### src/rtl/fetch_sequencer_pkg.sv
// Shared definitions for the fetch/sequencing unit: opcode map, FSM state
// encoding, fault codes and small opcode-classification helpers.
package fetch_sequencer_pkg;

  // Opcode map (instr[15:12])
  localparam logic [3:0] OP_ADD  = 4'h0;
  localparam logic [3:0] OP_SUB  = 4'h1;
  localparam logic [3:0] OP_AND  = 4'h2;
  localparam logic [3:0] OP_OR   = 4'h3;
  localparam logic [3:0] OP_XOR  = 4'h4;
  localparam logic [3:0] OP_SHL  = 4'h5;
  localparam logic [3:0] OP_SHR  = 4'h6;
  localparam logic [3:0] OP_SLT  = 4'h7;
  localparam logic [3:0] OP_ADDI = 4'h8;
  localparam logic [3:0] OP_LUI  = 4'h9;
  localparam logic [3:0] OP_LDW  = 4'hA;
  localparam logic [3:0] OP_STW  = 4'hB;
  localparam logic [3:0] OP_BRZ  = 4'hC;
  localparam logic [3:0] OP_JAL  = 4'hD;
  localparam logic [3:0] OP_ILL0 = 4'hE;
  localparam logic [3:0] OP_ILL1 = 4'hF;

  typedef enum logic [1:0] {
    S_FETCH = 2'd0,
    S_EXEC  = 2'd1,
    S_HALT  = 2'd2
  } state_t;

  typedef enum logic [1:0] {
    FAULT_NONE    = 2'b00,
    FAULT_ILLEGAL = 2'b01,
    FAULT_TIMEOUT = 2'b10
  } fault_t;

  function automatic logic is_illegal(input logic [3:0] op);
    return (op == OP_ILL0) || (op == OP_ILL1);
  endfunction

  // Memory ops hold EXEC until the data memory reports completion.
  function automatic logic is_mem_op(input logic [3:0] op);
    return (op == OP_LDW) || (op == OP_STW);
  endfunction

endpackage

### src/rtl/fetch_sequencer_pc_next.sv
// Combinational next-PC selector.
// Ports:
//   pc, instr          current instruction address and word
//   jump, branch, zero control-unit decode and ALU zero flag
//   next_pc            PC after this instruction (jump > taken branch > pc+1)
//   link_addr          pc+1, for JAL's link register write
module fetch_sequencer_pc_next
  import fetch_sequencer_pkg::*;
(
  input  logic [15:0] pc,
  input  logic [15:0] instr,
  input  logic        jump,
  input  logic        branch,
  input  logic        zero,
  output logic [15:0] next_pc,
  output logic [15:0] link_addr
);

  logic [15:0] seq_pc;
  logic [15:0] br_off;
  logic [15:0] jal_tgt;
  logic        unused_rs;

  // rs field is not an address component
  assign unused_rs = ^instr[7:4];

  assign seq_pc  = pc + 16'd1;
  // BRZ offset is split around the rs field: {rd, rt}, sign-extended
  assign br_off  = {{8{instr[11]}}, instr[11:8], instr[3:0]};
  assign jal_tgt = {pc[15:12], instr[11:0]};

  always_comb begin
    next_pc = seq_pc;
    if (jump)
      next_pc = jal_tgt;
    else if (branch && zero)
      next_pc = seq_pc + br_off;
  end

  assign link_addr = seq_pc;

endmodule

### src/rtl/fetch_sequencer.sv
// Instruction fetch/sequencing unit. Fetches 16-bit words over an imem
// req/ack handshake, holds the instruction for execute, gates datapath
// writes with exec_en and advances the PC from jump/branch/zero.
// Ports:
//   clk, rst                  clock, synchronous active-high reset
//   imem_req/addr/ack/rdata   instruction memory handshake
//   opcode, instr             latched instruction to control/datapath
//   exec_en                   instruction in execute
//   jump, branch, zero        next-PC controls (from control unit / ALU)
//   dmem_done                 LDW/STW data access complete
//   pc, link_addr             current PC and pc+1
//   halted, fault             sticky halt and its cause
module fetch_sequencer
  import fetch_sequencer_pkg::*;
#(
  parameter logic [15:0] RESET_VECTOR  = 16'h0000,
  parameter int          FETCH_TIMEOUT = 16
) (
  input  logic        clk,
  input  logic        rst,
  output logic        imem_req,
  output logic [15:0] imem_addr,
  input  logic        imem_ack,
  input  logic [15:0] imem_rdata,
  output logic [3:0]  opcode,
  output logic [15:0] instr,
  output logic        exec_en,
  input  logic        jump,
  input  logic        branch,
  input  logic        zero,
  input  logic        dmem_done,
  output logic [15:0] pc,
  output logic [15:0] link_addr,
  output logic        halted,
  output logic [1:0]  fault
);

  localparam int              CW       = $clog2(FETCH_TIMEOUT + 1);
  localparam logic [CW-1:0]   CNT_LAST = CW'(FETCH_TIMEOUT - 1);

  state_t        state, state_nxt;
  fault_t        fault_q;
  logic [15:0]   pc_q;
  logic [15:0]   instr_q;
  logic [15:0]   next_pc;
  logic [CW-1:0] cnt;
  // Two-stage startup so imem_req stays low for the first cycle out of reset
  logic [1:0]    boot;
  logic          fetching;
  logic          ack_v;
  logic          exec_done;

  fetch_sequencer_pc_next u_pc_next (
    .pc        (pc_q),
    .instr     (instr_q),
    .jump      (jump),
    .branch    (branch),
    .zero      (zero),
    .next_pc   (next_pc),
    .link_addr (link_addr)
  );

  // Acks are only meaningful while a request is outstanding
  assign ack_v     = imem_ack && fetching;
  assign exec_done = (state == S_EXEC) && (!is_mem_op(instr_q[15:12]) || dmem_done);

  always_comb begin
    state_nxt = state;
    fetching  = 1'b0;
    exec_en   = 1'b0;
    halted    = 1'b0;
    unique case (state)
      S_FETCH: begin
        fetching = boot[1];
        // An ack on the final counted cycle beats the timeout
        if (imem_ack && boot[1])
          state_nxt = is_illegal(imem_rdata[15:12]) ? S_HALT : S_EXEC;
        else if (boot[1] && cnt == CNT_LAST)
          state_nxt = S_HALT;
      end
      S_EXEC: begin
        exec_en = 1'b1;
        if (exec_done) state_nxt = S_FETCH;
      end
      S_HALT: begin
        halted = 1'b1;
      end
      default: state_nxt = S_FETCH;
    endcase
  end

  always_ff @(posedge clk) begin
    if (rst) begin
      state   <= S_FETCH;
      pc_q    <= RESET_VECTOR;
      instr_q <= 16'h0000;
      fault_q <= FAULT_NONE;
      cnt     <= '0;
      boot    <= 2'b00;
    end else begin
      state <= state_nxt;
      boot  <= {boot[0], 1'b1};
      if (ack_v) begin
        instr_q <= imem_rdata;
        cnt     <= '0;
      end else if (fetching) begin
        cnt <= cnt + CW'(1);
      end
      if (state == S_FETCH && state_nxt == S_HALT)
        fault_q <= ack_v ? FAULT_ILLEGAL : FAULT_TIMEOUT;
      if (exec_done)
        pc_q <= next_pc;
    end
  end

  assign imem_req  = fetching;
  assign imem_addr = pc_q;
  assign pc        = pc_q;
  assign instr     = instr_q;
  assign opcode    = instr_q[15:12];
  assign fault     = fault_q;

endmodule

### config.mk
export PLATFORM = sky130hd
export DESIGN_NAME = fetch_sequencer
export DESIGN_NICKNAME = d
export VERILOG_FILES = /design/src/rtl/fetch_sequencer_pkg.sv /design/src/rtl/fetch_sequencer_pc_next.sv /design/src/rtl/fetch_sequencer.sv
export SDC_FILE = /design/constraint.sdc
export NUM_CORES = 1
export LEC_CHECK = 0
export ABC_AREA = 0
export CAP_MARGIN = 20
export CORE_ASPECT_RATIO = 2
export CORE_MARGIN = 2
export CORE_UTILIZATION = 47
export CTS_CLUSTER_SIZE = 8
export DETAILED_ROUTE_END_ITERATION = 8
export PLACE_DENSITY = 0.83
export SKIP_CTS_REPAIR_TIMING = 1
export SLEW_MARGIN = 15
export SYNTH_ARGS = -nofsm -noshare
export SYNTH_HDL_FRONTEND = slang
export SYNTH_SLANG_ARGS = --single-unit
### constraint.sdc
create_clock -name clk -period 3.8 [get_ports clk]
set_clock_uncertainty 0.05 [all_clocks]
set_input_delay 0.38 -clock clk [delete_from_list [all_inputs] [get_ports clk]]
set_output_delay 0.38 -clock clk [all_outputs]
set_load 0.05 [all_outputs]
==> results.md <==
- The flow ran to the end, and the final reports show no timing, DRC or antenna violations.
- The CTS tree is yes.
- Counting instances in the post-synthesis netlist gives the leading cell types as sky130_fd_sc_hd__nand2_1 (69), sky130_fd_sc_hd__a21oi_1 (47), sky130_fd_sc_hd__dfxtp_1 (43), sky130_fd_sc_hd__nor2_1 (29), sky130_fd_sc_hd__ha_1 (21).
- The total CTS buffers is 5.
- Of the total power, combinational logic draws 0.183.
- The count of antenna-violating nets left after detailed routing is 0.
- Entering global routing, the biggest net connects 26 pins.
- CTS built an H-tree with a depth of 2.
- The number of flops mapped to enable cells by yosys is 0.
- The y dimension of the die is roughly 120 um.
- The shortest period the worst path allows is 3.61 ns.
- The global placer's final weighted congestion is approximately 0.93.
- The slack of the worst reg-to-reg path is around 0.19 ns.
- The net switching power is roughly 320 uW.
- The final worst-path cycle share is 0.951.
- The critical path required time is slightly below 4 ns.
- In the final design database the tool counted 521 nets.
- Fill cells in the final layout number 530.
- The mapped netlist covers between 3000 and 4000 um2.
- The count of final hold-check violations is 0.
- The multi-input gate area in the final layout is around 2100 um2.
- After detailed routing, the number of remaining DRC violations is 0.
- The final critical-path setup slack is between 0.15 and 0.2 ns.
- The number of vias in the routed layout is between 3000 and 4000.
- The initial antenna violation count is 0.
- The area used by sequential logic in the layout is around 870 um2.
- The count of cell types in the netlist is between 50 and 60.
- For this run, the slowest stage of the critical path takes 0.40 ns.
- Clock latency on the worst-skew pair, taken at its later pin, is around 0.28 ns.
- The average vias per placed instance is around 5.7.
- The fmax is ~280 MHz.
- The global-route wire length before repair is ~15 mm.
- Synthesis produced 400 cells.
- The number of nets handed over by synthesis was 445.
- Of all flip-flops after synthesis, the portion carrying an async set or reset was 0.
- The average cell area after synthesis is between 7 and 8 um2.
- The count of buffering cells on the critical path with inverters included is 0.
- The nature of the critical path startpoint is a flip-flop.
- Dividing total power by cell area gives a power density of approximately 260 nW/um2.
- For this run, the register share of the synthesized area comes to 0.283.
- Yosys printed 0 warnings.
- The total clock sinks is 43.
- The path class of the tightest hold or removal check is flip-flop to flip-flop.
- The worst min-delay path startpoint is instr[12]$_SDFFE_PP0P_.
- After synthesis the netlist holds a flip-flop and latch count of 43.
- The analysis attributes to cell leakage a power of about 0.0016 uW.
- The max-slew violation count is 0.
- Of the total power, the clock network draws 0.383.
- For this design, the slowest cell found on the critical path is sky130_fd_sc_hd__dfxtp_2.
- For this run the aggregate overflow at the end of global routing stands at 0.
- The worst hold path was traced through 2 stages.
- The worst hold endpoint is instr[12]$_SDFFE_PP0P_.
- Row generation in the floorplan step produced 41 rows.
- The kind of capture point of the worst setup path is a flip-flop.
- Internal power comes to just under 800 uW.
- The worst-case setup slack after placement is between 0.1 and 0.15 ns.
- The repair_antennas step left the layout with diodes totalling 0.
- The cell sitting at the root of the clock tree is a sky130_fd_sc_hd__clkbuf_16.
- For this run, the leading register cell type out of synthesis is sky130_fd_sc_hd__dfxtp_1.
- In the final layout, the share of cells above drive strength 1 is 0.103.
- 96 I/O pins were placed.
- The leading area contributor after synthesis is sky130_fd_sc_hd__dfxtp_1.
- The initial cell density of the core is 0.482.
- The critical setup path kind is flip-flop to flip-flop.
- The worst register-to-register path ends at imem_addr[15]$_SDFFE_PP0P_.
- The first element of the critical path is imem_addr[0]$_SDFFE_PP0P_.
- The share of synthesized area in the top cell type comes to 0.283.
- The highest ir drop seen on vdd is between 200 and 300 uV.
- Data arrives at the worst endpoint at ~3.7 ns.
- The total global routing track utilization is 0.286.
- Walking the worst path, the cells encountered are ha_1, nand2_1, nor2_4, nand2_1, nor2_2, xor2_4, ha_1, a21oi_1, o2111ai_1, or3_1, nand3_1, nor3b_2, mux2i_1, mux2_1.
- The final number of setup-violating endpoints is 0.
- By area the synthesized netlist is led by sky130_fd_sc_hd__dfxtp_1 (28%), sky130_fd_sc_hd__ha_1 (8.6%), sky130_fd_sc_hd__nand2_1 (8.5%).
- Dividing the detail-routed wire length by the instance count gives ~18 um.
- From left edge to right edge, the die measures slightly above 60 um.
- Of all nets on the critical path, the largest fanout is 8.
- The startpoint of the worst register-to-register path is imem_addr[0]$_SDFFE_PP0P_.
- Compared with the post-synthesis result, the final layout area differs by 39.9%.
- Of the total power, the share spent switching nets is 0.290.
- No sink is reached through more buffers than the 2 on the longest clock path.
- The full die area is slightly above 7000 um2.
- The cell area after placement is slightly above 4000 um2.
- The share of total power dissipated in sequential elements is 0.434.
- The detailed router finished its first iteration with about 140 violations.
- Yosys instantiated no cell more often than sky130_fd_sc_hd__nand2_1.
- Summing all non-filler instances in the final layout gives an area of 4260 um2.
- The overall routed net length is a little over 10 mm.
- During placement, the flow inserted port buffers numbering 95.
- The wire-length estimate of the detail-placed layout is about 8.0 mm.
- Max-cap violations in this run came to 0.
- The kind of cell adding the most delay to the critical path is simple AND/OR/NAND/NOR gates.
- The first detailed-routing pass took 4 iterations.
- After floorplanning, the core was sized to cover roughly 6300 um2.
- The number of cell instances on the worst register-to-register path is 14.
- The relative slew slack is 0.498.
- The clock edge transition at the registers on the reported setup and hold paths is about 0.06 ns.
- The number of global-route vias before repair came to approximately 3200.
- At the pin with the least slew margin, the transition time is 0.751 ns.
## through the flow
stage	total power (uW)	utilization	hold WS [ns]	instances	setup TNS [ns]
after detailed placement	684	0.651	0.409	555	0
after floorplan	612	-	0.364	400	0
after global routing	1130	0.675	0.442	563	-0.0242
after CTS	1100	0.674	0.430	563	0
final	1100	0.675	0.427	563	0
after global placement	682	0.651	0.409	555	0
## placed cells by master (no fill, tap or decap), drive strengths merged, types with 8 or more instances in the layout
cell / instances
a211oi: 8
a21oi: 48
buf: 12
clkdlybuf4s50: 95
dfxtp: 43
ha: 21
inv: 9
nand2: 69
nand3: 15
nor2: 29
nor3: 9
o21ai: 16
xnor2: 11
xor2: 11
## cells by family after synthesis
family / after synthesis / share of synthesized area
AO/OA/AOI/OAI: 108 / 0.220
adder cells (fa/ha/maj): 22 / 0.0929
XOR/XNOR: 22 / 0.0633
AND/OR/NAND/NOR: 152 / 0.234
buffers and inverters: 47 / 0.0859
multiplexers: 6 / 0.0201
flip-flops: 43 / 0.283
## sequential cells by signal, summed over array words and instances (netlist names)
signal / flops
imem_addr: 16
instr: 16
cnt: 5
boot: 2
fault: 2
state: 2
## power by group through the flow
stage	sequential (uW)	clock (uW)	combinational, uW
4_1_cts	476	421	199
2_1_floorplan	511	0	101
6_report	476	420	201
3_3_place_gp	485	0	197
3_5_place_dp	486	0	198
5_1_grt	477	439	213
## per-layer routing
layer / track usage / vias to the layer above / wire length, um
li1: - / 1545 / -
met1: 0.276 / 1514 / 3350
met2: 0.519 / 128 / 5650
met3: 0.0407 / 50 / 416
met4: 0.186 / 0 / 754
met5: 0 / - / 0
## worst max-delay path by stage
stage | to | slack [ns] | depth (start not counted)
6_report | imem_addr[15]$_SDFFE_PP0P_ | 0.19 | 14
5_1_grt | imem_addr[15]$_SDFFE_PP0P_ | -0.02 | 14
4_1_cts | imem_addr[15]$_SDFFE_PP0P_ | 0.09 | 14
3_5_place_dp | imem_addr[15]$_SDFFE_PP0P_ | 0.13 | 14
3_3_place_gp | imem_addr[15]$_SDFFE_PP0P_ | 0.24 | 14
2_1_floorplan | imem_addr[15]$_SDFFE_PP0P_ | 0.002 | 13
## tightest hold or removal path, cell delays in order (launching register included)
cell and delay (ns):
sky130_fd_sc_hd__dfxtp_1 0.32, sky130_fd_sc_hd__nand2_1 0.06, sky130_fd_sc_hd__a21oi_1 0.05
## final cells by class
type | count | area share
Inverter | 9 | 0.00793
Multi-Input combinational cell | 310 | 0.484
Clock buffer | 6 | 0.0303
Timing Repair Buffer | 107 | 0.244
Tap cell | 86 | 0.0253
Clock inverter | 2 | 0.00294
Sequential cell | 43 | 0.205
Note: power is estimated with default switching activity, not from simulation.
